## src/rtl/dsk_arb.sv

```systemverilog
// Two-master round-robin arbiter in front of the disk controller bus port.
// Optional ownership lock is enabled by defining DSK_ARB_LOCK_EN.
module dsk_arb (
  input  logic        clk,
  input  logic        reset,
  input  logic        m0_en,
  input  logic        m0_wr,
  input  logic [19:2] m0_addr,
  input  logic [31:0] m0_data_in,
  input  logic        m0_lock,
  output logic [31:0] m0_data_out,
  output logic        m0_wt,
  output logic        m0_irq,
  input  logic        m1_en,
  input  logic        m1_wr,
  input  logic [19:2] m1_addr,
  input  logic [31:0] m1_data_in,
  input  logic        m1_lock,
  output logic [31:0] m1_data_out,
  output logic        m1_wt,
  output logic        m1_irq,
  output logic        dsk_en,
  output logic        dsk_wr,
  output logic [19:2] dsk_addr,
  output logic [31:0] dsk_data_in,
  input  logic [31:0] dsk_data_out,
  input  logic        dsk_wt,
  input  logic        dsk_irq
);

  typedef enum logic [1:0] {IDLE, GNT0, GNT1} state_t;

  state_t state;
  logic   rr;       // last master served
  logic   irq_own;  // master that issued the most recent completed write
  logic   lock0;
  logic   lock1;

`ifdef DSK_ARB_LOCK_EN
  assign lock0 = m0_lock;
  assign lock1 = m1_lock;
`else
  assign lock0 = 1'b0;
  assign lock1 = 1'b0;
  logic unused_lock;
  assign unused_lock = m0_lock ^ m1_lock;
`endif

  always_ff @(posedge clk) begin
    if (reset) begin
      state   <= IDLE;
      rr      <= 1'b1;
      irq_own <= 1'b0;
    end else begin
      case (state)
        IDLE: begin
          if (m0_en && m1_en) state <= rr ? GNT0 : GNT1;
          else if (m0_en)     state <= GNT0;
          else if (m1_en)     state <= GNT1;
        end
        GNT0: begin
          if (!m0_en) begin
            state <= IDLE;
          end else if (!dsk_wt) begin
            rr <= 1'b0;
            if (m0_wr) irq_own <= 1'b0;
            state <= lock0 ? GNT0 : IDLE;
          end
        end
        GNT1: begin
          if (!m1_en) begin
            state <= IDLE;
          end else if (!dsk_wt) begin
            rr <= 1'b1;
            if (m1_wr) irq_own <= 1'b1;
            state <= lock1 ? GNT1 : IDLE;
          end
        end
        default: state <= IDLE;
      endcase
    end
  end

  // Request path is combinational so a granted master sees its own en the same cycle.
  assign dsk_en      = (state == GNT0) ? m0_en : ((state == GNT1) ? m1_en : 1'b0);
  assign dsk_wr      = (state == GNT1) ? m1_wr      : m0_wr;
  assign dsk_addr    = (state == GNT1) ? m1_addr    : m0_addr;
  assign dsk_data_in = (state == GNT1) ? m1_data_in : m0_data_in;

  assign m0_data_out = dsk_data_out;
  assign m1_data_out = dsk_data_out;

  assign m0_wt = m0_en & ~((state == GNT0) & ~dsk_wt);
  assign m1_wt = m1_en & ~((state == GNT1) & ~dsk_wt);

  assign m0_irq = dsk_irq & ~irq_own;
  assign m1_irq = dsk_irq &  irq_own;

endmodule

```

## config.mk

```make
export PLATFORM = sky130hd
export DESIGN_NAME = dsk_arb
export DESIGN_NICKNAME = d
export VERILOG_FILES = /design/src/rtl/dsk_arb.sv
export SDC_FILE = /design/constraint.sdc
export NUM_CORES = 1
export LEC_CHECK = 0
export CORE_AREA = 4 4 99 101
export CTS_BUF_LIST = sky130_fd_sc_hd__clkbuf_8
export CTS_CLUSTER_DIAMETER = 50
export CTS_CLUSTER_SIZE = 20
export DETAILED_ROUTE_END_ITERATION = 16
export DIE_AREA = 0 0 103 105
export PLACE_DENSITY = 0.65
export SLEW_MARGIN = 20
export SYNTH_ARGS = -nofsm -noshare
export SYNTH_HDL_FRONTEND = slang
export SYNTH_SLANG_ARGS = --single-unit
```

## constraint.sdc

```tcl
create_clock -name clk -period 1.65 [get_ports clk]
set_input_delay 0.33 -clock clk [delete_from_list [all_inputs] [get_ports clk]]
set_output_delay 0.33 -clock clk [all_outputs]
set_load 0.005 [all_outputs]
```

==> flow_summary.toml <==
[run_status]
status = "finished with violations"
violations = "negative setup slack"

[place]
placed_cell_area_sq_um = 2840
hpwlAfterDp_mm = 5.00
numPortBuffers = 163
place_congestion = 0.710

[setup_path]
crit_path_frequent_cell = "buf_6"
worstPathRequired_ns = 1.32
critPathMaxStageDelay_ns = 0.34
r2r_end = "irq_own$_SDFFE_PP0P_"
crit_chain = "inv_4 -> nor2_8 -> buf_12 -> buf_8 -> buf_16 -> buf_6 -> mux2_4 -> buf_6"
r2r_slack_ns = 0.43
critPathCapture = "dsk_data_in[24]"
crit_start = "state[1]$_SDFFE_PP0P_"
cp_num_buf_inv = 6
critPathMaxFanout = 6
path_class = "flop to primary output"
cp.depth = 8
cp_slowest_cell = "dfxtp_2"
reg2reg_depth = 5
crit_family = "buffers and inverters"
end_kind = "primary output"
reg2reg_from = "state[1]$_SDFFE_PP0P_"
critPathLaunchType = "flop"
arrival_ns = 1.59

[yosys]
synth-seq-cells = 4
syn_inst = 147
syn_area_sq_um = 1510
ys_types = 24
synth_fp_nets = 289
ys_seq_area_share_pct = 5.32
synth_area_per_cell_sq_um = 10.2
yosysWarnings = 0

[floorplan]
die_area_sq_um = 10800
fp-row-count = 35
die_height_microns = 105
initial_utilization_pct = 16.7
core_sq_um = 9020
die_x_microns = 103
pin_count = 262

[cts]
htreeDepth = 1
cts_buffers = 3
cts_tree = "yes"
clock-root-buffer = "clkbuf_8"
hold_buffers = 0
worst_skew_pair.late_latency_ns = 0.22
cts.sinks = 4
clock_path_buffers = 2
clk_pin_slew_worst_paths_ns = 0.03

[sta]
skew_ns = 0.00116
drv_slew = 0
finalSetupViolCount = 51
slew_headroom_pct = 82.4
period_share_pct = 116
worstMarginPinSlew_ns = 0.260
fin_crit_ns = 1.92
worst_slack_ns = -0.271
final-hold-violation-count = 0
max_freq_mhz = 521
rsz0062_at_grt = "yes"

[power]
ir_worst_vdd_mv = 0.130
power_leakage_nw = 1.41
power.total_mw = 1.13
p_per_area_nw_per_um2 = 348

[global_routing]
gr-total-overflow = 0
grt_pass1_wl_mm = 8.63
grt_antenna_before_repair = 0
grt_max_degree = 7
grt_pass1_vias = 1636
track_usage_pct = 10.2

[detailed_routing]
vias = 1468
drtIter0Drc = 27
wl_mm = 6.16
ant_nets = 0
vias_per_cell = 3.82
wire_per_inst_microns = 16.0
drc = 0
dr.pass1.iters = 3

[job]
drv_cap = 0

[hold_path]
hp-class = "flop to flop"

[finish]
layout-drive-gt1-share_pct = 50.5
diodes = 0
area_growth_pct = 115
fill_cells = 879
fin_nets = 417
finalInstanceArea_sq_um = 3240
logic make-up (layout without fill, tap and decap cells):
| kind of cell | after synthesis | count (layout) | synth area share [%] |
|---|---|---|---|
| buffers and inverters | 72 | 198 | 37.4 |
| muxes | 51 | 51 | 48.1 |
| and+or+nand+nor | 11 | 11 | 5.40 |
| AOI/OAI and AO/OA | 9 | 9 | 3.74 |
| DFF | 4 | 4 | 5.32 |
layout make-up:
class                      instances  area [sq um]  share of cell area, %
timing repair buffer             192          2050                   63.4
tap                              111           139                   4.29
inverter                           3          13.8                  0.425
sequential                         4          85.1                   2.63
multi-input combinational         71           907                   28.0
clock buffer                       3          41.3                   1.27
routing by layer:
metal	wire (microns)	vias up	track usage [%]
met5	0	-	0
met4	38	0	1.94
met3	876	7	3.47
met2	3410	105	20.7
met1	1840	662	9.43
li1	-	694	-
sequential cells by signal, summed over array words and instances, names as in the netlist:
name,cells
state,2
irq_own,1
rr,1
Yosys cell counts:
| cell type | count | area [sq um] |
|---|---|---|
| a21oi_1 | 3 | 15.0 |
| and2_1 | 1 | 6.26 |
| buf_4 | 64 | 480 |
| buf_6 | 1 | 11.3 |
| buf_8 | 4 | 60.1 |
| dfxtp_1 | 4 | 80.1 |
| inv_1 | 2 | 7.51 |
| inv_2 | 1 | 3.75 |
| mux2_1 | 10 | 113 |
| mux2_2 | 1 | 11.3 |
| mux2_4 | 40 | 601 |
| nand2_1 | 2 | 7.51 |
| nand2b_1 | 1 | 6.26 |
| nand3b_1 | 1 | 7.51 |
| nor2_1 | 1 | 3.75 |
| nor2_8 | 1 | 20.0 |
| nor2b_1 | 1 | 6.26 |
| nor3_1 | 1 | 5.00 |
| nor4b_1 | 1 | 8.76 |
| nor4bb_1 | 1 | 10.0 |
| o21ai_0 | 2 | 10.0 |
| o22ai_1 | 1 | 6.26 |
| o31a_1 | 2 | 17.5 |
| o31ai_1 | 1 | 7.51 |
placed cells by master, fill, tap and decap left out, types with 3 or more instances in the layout:
master,count
clkdlybuf4s50_1,104
buf_6,46
a21oi_1,3
mux2_4,51
buf_16,4
buf_8,6
buf_12,5
clkbuf_8,3
dlygate4sd2_1,8
buf_4,10
clkbuf_2,7
power by group:
part | total (mW) | internal [mW] | switching [mW]
registers | 0.107 | 0.101 | 0.00517
clock network | 0.209 | 0.156 | 0.0536
logic | 0.813 | 0.605 | 0.208
total | 1.13 | 0.862 | 0.266
worst reg2reg max path, cell delays in order (launching register included):
cell	delay, ns
dfxtp_2	0.32
buf_4	0.15
nand3b_1	0.19
buf_4	0.16
o31ai_1	0.18
a21oi_1	0.09
worst min-delay path by stage:
stage                          from                    to  slack (ns)  depth (start not counted)
2_1_floorplan                 reset  irq_own$_SDFFE_PP0P_        0.40                          1
3_3_place_gp        rr$_SDFFE_PP1P_       rr$_SDFFE_PP1P_        0.47                          2
3_5_place_dp   irq_own$_SDFFE_PP0P_  irq_own$_SDFFE_PP0P_        0.49                          2
4_1_cts        irq_own$_SDFFE_PP0P_  irq_own$_SDFFE_PP0P_        0.49                          2
5_1_grt        irq_own$_SDFFE_PP0P_  irq_own$_SDFFE_PP0P_        0.50                          2
6_report       irq_own$_SDFFE_PP0P_  irq_own$_SDFFE_PP0P_        0.49                          2
what timing repair did:
item,4_1_cts,5_1_grt
setup buffers,15,3
resized for setup,250,39
cloned,6,0
endpoints found under the setup margin,56,53
pin swaps,1,2
stage by stage:
stage	setup slack [ns]	util [%]	instances	hold WS (ns)	TNS (ns)
floorplan	0.165	-	147	0.399	0
global placement	-0.455	31.5	364	0.472	-11.67
detailed placement	-0.468	31.5	364	0.485	-12.07
CTS	-0.340	36.1	387	0.492	-11.31
global route	-0.332	35.9	384	0.502	-11.69
finish	-0.271	35.9	384	0.488	-8.65
(Power assumes the default switching activity.)
